File: src/rtl/gesture_pkg.sv
`default_nettype none
// +----------------------------------------------------------------------------+
// | Package     : gesture_pkg                                                  |
// | Description : Shared types and helpers for the gesture-sequence power      |
// |               controller: FSM state encoding and packed-sequence access.   |
// | Revision    : 1.0  initial release                                         |
// +----------------------------------------------------------------------------+
package gesture_pkg;

   // Explicit 2-bit encoding keeps the state register width fixed.
   typedef enum logic [1:0] {
      IDLE    = 2'd0,
      TRACK   = 2'd1,
      RELEASE = 2'd2
   } gesture_state_t;

   // Upper bound on the packed sequence width accepted by seq_entry.
   localparam int unsigned c_seq_vec_max = 256;

   // Returns entry idx (each entry width bits wide) from a packed sequence,
   // zero-extended to 32 bits so it can be compared against a key index.
   function automatic logic [31:0] seq_entry(
      input logic [c_seq_vec_max-1:0] vec,
      input int unsigned              idx,
      input int unsigned              width
   );
      logic [c_seq_vec_max-1:0] shifted;
      logic [31:0]              mask;
      shifted = vec >> (idx * width);
      mask    = (32'd1 << width) - 32'd1;
      return shifted[31:0] & mask;
   endfunction

endpackage
`default_nettype wire

File: src/rtl/gesture_edge_detect.sv
`default_nettype none
// +----------------------------------------------------------------------------+
// | Module      : gesture_edge_detect                                          |
// | Description : Rising-edge detector for the key inputs. Flags whether       |
// |               exactly one key rose this cycle.                             |
// | Revision    : 1.0  initial release                                         |
// | Ports       : clk         - system clock                                   |
// |               reset       - asynchronous active-low reset                  |
// |               key         - synchronised, debounced key levels             |
// |               key_edge    - per-key rising-edge vector                     |
// |               edge_onehot - exactly one bit of key_edge is set             |
// +----------------------------------------------------------------------------+
module gesture_edge_detect #(
   parameter int NUM_KEYS = 4
) (
   input  logic                clk,
   input  logic                reset,
   input  logic [NUM_KEYS-1:0] key,
   output logic [NUM_KEYS-1:0] key_edge,
   output logic                edge_onehot
);

   logic [NUM_KEYS-1:0] key_q;
   logic [NUM_KEYS-1:0] key_d;

   always_comb begin
      key_d = key;
   end

   // Resetting to all-ones means keys held through reset release are seen
   // as already high, so they produce no spurious edge.
   always_ff @(posedge clk or negedge reset) begin
      if (!reset) begin
         key_q <= '1;
      end else begin
         key_q <= key_d;
      end
   end

   assign key_edge = key & ~key_q;

   // Non-zero and clearing the lowest set bit leaves nothing: one-hot.
   assign edge_onehot = (key_edge != '0) &&
                        ((key_edge & (key_edge - NUM_KEYS'(1))) == '0);

endmodule
`default_nettype wire

File: src/rtl/gesture_seq_power_ctrl.sv
`default_nettype none
// +----------------------------------------------------------------------------+
// | Module      : gesture_seq_power_ctrl                                       |
// | Description : Gesture-sequence power controller. Matches a programmable    |
// |               SEQ_LEN-step key sequence (on_seq when off, off_seq when on) |
// |               with a per-step timeout and toggles power_state on a match.  |
// |               Optional auto-off is built when GESTURE_AUTO_OFF_EN is       |
// |               defined; otherwise idle_timeout is ignored.                  |
// | Revision    : 1.0  initial release                                         |
// | Ports       : clk, reset (async active-low)                                |
// |               key[NUM_KEYS]            - debounced key levels              |
// |               on_seq / off_seq         - packed key-index sequences        |
// |               step_timeout             - cycles allowed between steps      |
// |               idle_timeout             - auto-off interval (macro only)    |
// |               power_state              - 1 = on                            |
// |               power_on_pulse / power_off_pulse - one-cycle strobes         |
// |               busy                     - gesture tracking or release wait  |
// |               step_idx                 - steps matched so far              |
// +----------------------------------------------------------------------------+
module gesture_seq_power_ctrl
   import gesture_pkg::*;
#(
   parameter  int NUM_KEYS  = 4,
   parameter  int SEQ_LEN   = 3,
   parameter  int CNT_W     = 32,
   localparam int KEY_IDX_W = $clog2(NUM_KEYS),
   localparam int STEP_W    = $clog2(SEQ_LEN + 1)
) (
   input  logic                         clk,
   input  logic                         reset,
   input  logic [NUM_KEYS-1:0]          key,
   input  logic [SEQ_LEN*KEY_IDX_W-1:0] on_seq,
   input  logic [SEQ_LEN*KEY_IDX_W-1:0] off_seq,
   input  logic [CNT_W-1:0]             step_timeout,
   input  logic [CNT_W-1:0]             idle_timeout,
   output logic                         power_state,
   output logic                         power_on_pulse,
   output logic                         power_off_pulse,
   output logic                         busy,
   output logic [STEP_W-1:0]            step_idx
);

   gesture_state_t           state_q, state_d;
   logic [STEP_W-1:0]        step_idx_q, step_idx_d;
   logic [CNT_W-1:0]         countdown_q, countdown_d;
   logic                     power_state_q, power_state_d;
   logic                     power_on_pulse_q, power_on_pulse_d;
   logic                     power_off_pulse_q, power_off_pulse_d;

   logic [NUM_KEYS-1:0]          key_edge;
   logic                         edge_onehot;
   logic [31:0]                  edge_k;
   logic [SEQ_LEN*KEY_IDX_W-1:0] target_seq;
   logic [31:0]                  target_key;
   logic                         key_match;
   logic                         last_step;
   logic                         complete;
   logic                         auto_off_fire;

   gesture_edge_detect #(
      .NUM_KEYS (NUM_KEYS)
   ) u_edge (
      .clk         (clk),
      .reset       (reset),
      .key         (key),
      .key_edge    (key_edge),
      .edge_onehot (edge_onehot)
   );

   // Index of the rising key; only meaningful when edge_onehot is set.
   always_comb begin
      edge_k = '0;
      for (int i = 0; i < NUM_KEYS; i++) begin
         if (key_edge[i]) begin
            edge_k = 32'(i);
         end
      end
   end

   // In IDLE step_idx is 0, so one lookup serves both the first step and
   // the later TRACK steps. Entries >= NUM_KEYS never equal edge_k.
   assign target_seq = power_state_q ? off_seq : on_seq;
   assign target_key = seq_entry(c_seq_vec_max'(target_seq), 32'(step_idx_q), KEY_IDX_W);
   assign key_match  = edge_onehot && (edge_k == target_key);
   assign last_step  = (step_idx_q == STEP_W'(SEQ_LEN - 1));

   // ---------------------------------------------------------------- state register
   always_ff @(posedge clk or negedge reset) begin
      if (!reset) begin
         state_q           <= IDLE;
         step_idx_q        <= '0;
         countdown_q       <= '0;
         power_state_q     <= 1'b0;
         power_on_pulse_q  <= 1'b0;
         power_off_pulse_q <= 1'b0;
      end else begin
         state_q           <= state_d;
         step_idx_q        <= step_idx_d;
         countdown_q       <= countdown_d;
         power_state_q     <= power_state_d;
         power_on_pulse_q  <= power_on_pulse_d;
         power_off_pulse_q <= power_off_pulse_d;
      end
   end

   // ---------------------------------------------------------------- next state
   always_comb begin
      state_d     = state_q;
      step_idx_d  = step_idx_q;
      countdown_d = countdown_q;
      complete    = 1'b0;
      case (state_q)
         IDLE: begin
            if (key_match) begin
               step_idx_d = step_idx_q + STEP_W'(1);
               if (last_step) begin
                  complete = 1'b1;
                  state_d  = RELEASE;
               end else begin
                  state_d     = TRACK;
                  countdown_d = step_timeout;
               end
            end
         end
         TRACK: begin
            if (key_match) begin
               step_idx_d  = step_idx_q + STEP_W'(1);
               countdown_d = step_timeout;
               if (last_step) begin
                  complete = 1'b1;
                  state_d  = RELEASE;
               end
            end else if (key_edge != '0) begin
               // Wrong key or several keys at once: the edge is consumed.
               state_d    = IDLE;
               step_idx_d = '0;
            end else if (countdown_q == '0) begin
               state_d    = IDLE;
               step_idx_d = '0;
            end else begin
               countdown_d = countdown_q - CNT_W'(1);
            end
         end
         RELEASE: begin
            // Wait for every key to be released so a held key cannot retrigger.
            if (key == '0) begin
               state_d    = IDLE;
               step_idx_d = '0;
            end
         end
         default: begin
            state_d    = IDLE;
            step_idx_d = '0;
         end
      endcase
   end

   // ---------------------------------------------------------------- auto-off
`ifdef GESTURE_AUTO_OFF_EN
   logic [CNT_W-1:0] idle_cnt_q, idle_cnt_d;

   always_ff @(posedge clk or negedge reset) begin
      if (!reset) begin
         idle_cnt_q <= '0;
      end else begin
         idle_cnt_q <= idle_cnt_d;
      end
   end

   // Any key activity, or being off, restarts the interval. The count only
   // runs while on and idle; a zero interval disables the feature.
   always_comb begin
      idle_cnt_d    = idle_cnt_q;
      auto_off_fire = 1'b0;
      if ((key_edge != '0) || !power_state_q) begin
         idle_cnt_d = idle_timeout;
      end else if ((state_q == IDLE) && (idle_timeout != '0)) begin
         if (idle_cnt_q == '0) begin
            auto_off_fire = 1'b1;
         end else begin
            idle_cnt_d = idle_cnt_q - CNT_W'(1);
         end
      end
   end
`else
   logic unused_idle_timeout;
   assign unused_idle_timeout = ^idle_timeout;
   assign auto_off_fire       = 1'b0;
`endif

   // ---------------------------------------------------------------- outputs
   // Completion needs a key edge while auto-off needs none, so at most one
   // of them is active and the pulses can never coincide.
   always_comb begin
      power_state_d     = power_state_q;
      power_on_pulse_d  = 1'b0;
      power_off_pulse_d = 1'b0;
      if (complete) begin
         power_state_d     = ~power_state_q;
         power_on_pulse_d  = ~power_state_q;
         power_off_pulse_d = power_state_q;
      end else if (auto_off_fire) begin
         power_state_d     = 1'b0;
         power_off_pulse_d = 1'b1;
      end
   end

   assign power_state     = power_state_q;
   assign power_on_pulse  = power_on_pulse_q;
   assign power_off_pulse = power_off_pulse_q;
   assign busy            = (state_q != IDLE);
   assign step_idx        = step_idx_q;

endmodule
`default_nettype wire

File: config.mk
export PLATFORM = sky130hd
export DESIGN_NAME = gesture_seq_power_ctrl
export DESIGN_NICKNAME = d
export VERILOG_FILES = /design/src/rtl/gesture_pkg.sv /design/src/rtl/gesture_edge_detect.sv /design/src/rtl/gesture_seq_power_ctrl.sv
export SDC_FILE = /design/constraint.sdc
export NUM_CORES = 1
export LEC_CHECK = 0
export ABC_AREA = 0
export BUFFER_PORTS_ARGS = -buffer_cell sky130_fd_sc_hd__buf_2
export CORE_UTILIZATION = 50
export DETAILED_ROUTE_END_ITERATION = 10
export GPL_ROUTABILITY_DRIVEN = 0
export GPL_TIMING_DRIVEN = 0
export PLACE_DENSITY_LB_ADDON = 0.15
export SLEW_MARGIN = 15
export SYNTH_ARGS = -nofsm -noshare
export SYNTH_HDL_FRONTEND = slang
export SYNTH_SLANG_ARGS = --single-unit
File: constraint.sdc
create_clock -name clk -period 4.67 [get_ports clk]
set_input_delay 0.7005 -clock clk [delete_from_list [all_inputs] [get_ports clk]]
set_output_delay 0.7005 -clock clk [all_outputs]
set_load 0.1 [all_outputs]
# After elaboration in Yosys (flattened, before gate mapping)
# Cells that the tools add are included.
# op_classes
n_bitwise,4
n_eq_ne,11
n_mux,26
shift,1
reduce_logical,13
add_sub_neg,3
# ops
operator,count
$mux 32,5
$pmux 32 s2,1
$eq 32x2->1,1
$logic_not 32->1,1
$sub 32x1->32 const B,1
$mux 2,11
$pmux 2 s3,2
$ne 3x3->1 const B,3
$and 4x4->4,2
$logic_not 4->1,2
$mux 1,6
$mux 6,1
$ne 2x2->1 const B,3
$shr 6x3->2,1
$reduce_and 5->1,1
$eq 2x2->1 const B,2
$ne 4x4->1 const B,1
$not 4->4,1
$reduce_and 4->1,1
$reduce_bool 2->1,2
$reduce_bool 4->1,1
$sub 4x1->4 const B,1
$reduce_and 3->1,1
$add 2x1->2 const B,1
5 further kinds,6
# word_totals
word_cells,65
out_inout_bits,6
register_bits,43
in_bits,82

# Longest topological paths before layout
# depth
ltp_word,10
depth_mapped,9
ltp_nobuf,7

# Cells and area by module
# From an unflattened synthesis, not the netlist that was laid out.
# unflattened
cells_unflattened,289
hier_area_um2,2778.9
# modules_own_cells
mod,instances,area_each_um2,cells_per_inst
gesture_seq_power_ctrl,1,2595.0,275
gesture_edge_detect,1,183.9,14

# Least setup slack after synthesis
# Ideal clock, no wire load.
# synth_timing
path_type,register to register
from,reg power_state_q (netlist: power_state)
to,reg countdown_q[9]
arrival_ns,3.049
path_slack_ns,1.495
required_ns,4.544
period_less_slack_ns,3.175
stages_incl_launch_ff,9
path_cell_list,dfrtp_1 > buf_2 > mux2i_1 > nor2_1 > or4_1 > buf_2 > a2111oi_4 > a31oi_1 > a221o_1
# synth_between
elab_chain_cells,6
word_cells_on_any_way,10
# synth_rtl
item,line_no,rtl
"start, declared",gesture_seq_power_ctrl.sv:46,"logic power_state_q, power_state_d;"
"start signal, assigned",gesture_seq_power_ctrl.sv:100,power_state_q <= power_state_d;
$mux 6 (*),gesture_seq_power_ctrl.sv:82,assign target_seq = power_state_q ? off_seq : on_seq;
$shr 6x3->2 (*),gesture_pkg.sv:29,shifted = vec >> (idx * width);
$eq 32x2->1 (*),gesture_seq_power_ctrl.sv:84,assign key_match = edge_onehot && (edge_k == target_key);
$logic_and 1x1->1 (*),gesture_seq_power_ctrl.sv:84,
"$ne 3x3->1 (no source line), or another cell as far along",-,
$reduce_and 5->1 (no source line) / $pmux 32 s2 (equally long branches),-,
"end signal, assigned",gesture_seq_power_ctrl.sv:99,countdown_q <= countdown_d;
"end, declared",gesture_seq_power_ctrl.sv:45,"logic [CNT_W-1:0] countdown_q, countdown_d;"
# Every way passes the cells marked *; elsewhere a longest branch is shown, timed or not.
# A chain may end at the register's enable or synchronous reset.

# Worst setup path in the final report
# layout_timing
from,reg step_idx_q[0] (netlist: step_idx[0])
to,reg countdown_q[6]
# layout_between
elab_chain_cells,5
word_cells_on_any_way,11
# layout_rtl
item,line_no,rtl
"start, declared",gesture_seq_power_ctrl.sv:44,"logic [STEP_W-1:0] step_idx_q, step_idx_d;"
"start signal, assigned",gesture_seq_power_ctrl.sv:98,step_idx_q <= step_idx_d;
$shr 6x3->2,gesture_pkg.sv:29,
$eq 32x2->1,gesture_seq_power_ctrl.sv:84,
$logic_and 1x1->1,gesture_seq_power_ctrl.sv:84,
"$ne 3x3->1 (no source line), or another cell as far along",-,
$reduce_and 5->1 (no source line) / $pmux 32 s2 (equally long branches),-,
# Several ways; a longest one is shown, not always the timed one.

==> results.json <==
{
  "diodes": 0,
  "drt_iter0_drc": 169,
  "leakagePower_nw": 1.27,
  "maxCapViolations": 0,
  "die_h_um": 74.5,
  "syn_avg_cell_area_um2": 9.23,
  "final_core_util": 0.606,
  "rsz0062_at_grt": "false",
  "drc": 0,
  "grt_pass1_vias": 2416,
  "tritoncts.num_buffers": 5,
  "clk_pin_slew_ps": 80,
  "grt_pass1_wl_um": 11100,
  "path_cells": "buf_6 -> mux2i_1 -> o22ai_1 -> or4_1 -> buf_2 -> a211oi_2 -> o21ai_0 -> a221o_1",
  "hpwlAfterDp_um": 4850,
  "wirelength_um": 6670,
  "hold_violations": 0,
  "timing.final.crit_share": 0.608,
  "place_area_um2": 2990,
  "fin_area_um2": 3080,
  "ys_async_sr_fraction": 1.00,
  "rows": 26,
  "cts_tree": "done",
  "cts_resized": 0,
  "grt_max_degree": 44,
  "cts_root_buffer": "clkbuf_8",
  "synth_area_um2": 2630,
  "hold_path_class": "reg -> reg",
  "wl_per_cell_um": 16.0,
  "die_x_um": 74.5,
  "crit_family": "compound AO/OA/AOI/OAI gates",
  "clk_path_buf_depth": 2,
  "ys_ff_latch": 43,
  "grt_busiest_layer": "met2",
  "drtAntennaViolNets": 0,
  "status": "finished, final reports clean",
  "end_kind": "register",
  "max-slew-margin-rel": 0.342,
  "clk_latency_ps": 300,
  "overflow": 0,
  "design.portCount": 88,
  "drt_first_pass_iters": 4,
  "syn_inst": 285,
  "cp.arrival_ps": 3020,
  "holdPathStages": 1,
  "nFillCells": 478,
  "postCtsSetupRepairBufs": 0,
  "core_um2": 5070,
  "critical_path_class": "reg -> reg",
  "slew_viol_final": 0,
  "start_util": 0.518,
  "synth_top_cell_by_area": "dfrtp_1",
  "crit_path_start_kind": "register",
  "setup_slack_ps": 1830,
  "fmax_mhz": 352,
  "grt_use_met3": 0.0447,
  "antenna_found_initial": 0,
  "drive_above_1_share": 0.236,
  "syn_to_final_growth_pct": 16.9,
  "worstPathRequired_ps": 4850,
  "worstPathMaxFanout": 10,
  "ir_worst_vdd_mv": 0.335,
  "r2r_cells": 8,
  "htreeDepth": 2,
  "tightest_slew_ps": 986,
  "clock_skew_ps": 3.57,
  "critical_path_buf_inv_count": 2,
  "fin_tns_setup_ps": 0,
  "vias": 2567,
  "synthFlopType": "dfrtp_1",
  "nets": 432,
  "synth_edf_count": 0,
  "synth.area.top_cells": "dfrtp_1, o211ai_1, dfstp_2, nand2_1, nor3_1",
  "numClockSinks": 43,
  "post-place-ws_ps": 1620,
  "slowest_delay_ps": 680,
  "yosysUniqueCellTypes": 58,
  "track_usage": 0.264,
  "io_buffers": 55,
  "use_met2": 0.430,
  "dieArea_um2": 5560,
  "use_met1": 0.365,
  "crit_path_top_delay_cell": "a211oi_2",
  "layout_min_cycle_time_ps": 2840,
  "setup_viol": 0,
  "power.density_nw_per_um2": 589,
  "vias_per_cell": 6.14,
  "yosysTopAreaCellShare": 0.371,
  "syn-num-nets": 370,
  "yosysWarnings": 0,
  "ys_seq_area_frac": 0.411,
  "cp.depth": 8,
  "hold_buffers": 0
}
worst register-to-register path, delay by kind of cell (launching register included):
family	cells	cell delay, ps
and+or+nand+nor	1	510
AOI/OAI and AO/OA	4	1320
muxes	1	200
DFF	1	370
buffers and inverters	2	330
where the power goes:
group	internal, mW	leakage (nW)	switching, mW
registers	0.523	0.519	0.135
clock network	0.105	0.0422	0.130
logic	0.330	0.710	0.587
registers in the layout, summed over array words and instances (netlist names):
| register | cells |
|---|---|
| state_q | 2 |
| power_state | 1 |
| step_idx | 2 |
| u_edge.key_q | 4 |
| countdown_q | 32 |
| power_on_pulse | 1 |
| power_off_pulse | 1 |
cells in the mapped netlist, types with 3 or more instances:
cell type / number
nand4_1: 6
mux2i_1: 7
nor4_1: 9
inv_1: 10
dfrtp_1: 39
nor2_1: 16
or3_1: 4
a221o_1: 3
or4_1: 5
clkbuf_1: 6
nand2_1: 25
nand2b_1: 8
o22ai_1: 6
or2_2: 5
a21oi_1: 12
nor3_1: 15
o311ai_0: 6
buf_2: 4
dfstp_2: 4
nand3_1: 14
a211oi_1: 4
o21ai_0: 11
ha_1: 3
and3_1: 4
o2bb2ai_1: 3
o211ai_1: 16
stage by stage:
step | total power [mW] | instances | hold WS (ps)
2_1_floorplan | 1.35 | 285 | 405
3_3_place_gp | 1.55 | 410 | 474
3_5_place_dp | 1.57 | 410 | 486
4_1_cts | 1.81 | 418 | 503
5_1_grt | 1.95 | 418 | 516
6_report | 1.81 | 418 | 500
logic make-up after synthesis:
kind of cell | Yosys count | share of synthesized area
AO/OA/AOI/OAI | 88 | 0.261
XOR/XNOR | 1 | 0.00333
adder cells (fa/ha/maj) | 3 | 0.0143
buffers and inverters | 24 | 0.0433
flip-flops | 43 | 0.411
multiplexers | 7 | 0.0266
AND/OR/NAND/NOR | 119 | 0.241
cell usage in the layout, fill, tap and decap left out, drive strengths merged, types with 6 or more instances in the layout:
| cell type | synthesis | final |
|---|---|---|
| clkbuf | 6 | 13 |
| nor2 | 16 | 16 |
| inv | 10 | 10 |
| dfrtp | 39 | 39 |
| nand3 | 14 | 14 |
| mux2i | 7 | 7 |
| a21oi | 12 | 12 |
| o22ai | 6 | 6 |
| buf | 8 | 63 |
| o311ai | 7 | 7 |
| nor3 | 15 | 15 |
| nor4 | 9 | 9 |
| nand2b | 8 | 8 |
| nand4 | 6 | 6 |
| o21ai | 11 | 11 |
| nand2 | 25 | 25 |
| o211ai | 16 | 16 |
worst paths after layout:
kind / from / endpoint / slack, ps
worst max-delay path: step_idx[0] / countdown_q[6] / 1830
worst min-delay path: countdown_q[23] / countdown_q[23] / 500
worst max register to register: step_idx[0] / countdown_q[6] / 1830
worst min register to register: countdown_q[23] / countdown_q[23] / 500
max in group asynchronous: reset / countdown_q[7] / 3500
min in group asynchronous: reset / step_idx[0] / 560
area by class of cell:
class                           count  area, um^2  area share
Multi-Input combinational cell    218        1440       0.467
Sequential cell                    43        1080       0.352
Timing Repair Buffer               55         275      0.0895
Tap cell                           70        87.6      0.0285
Clock buffer                        7        76.3      0.0248
Buffer                             14        76.3      0.0248
Inverter                           10        37.5      0.0122
Clock inverter                      1        5.00     0.00163
routing by layer:
layer,share of wire,wire length [um]
met1,0.46,3100
met2,0.47,3160
met3,0.054,360
met4,0.0079,53
met5,0,0
Power figures use the tool's default switching activity.
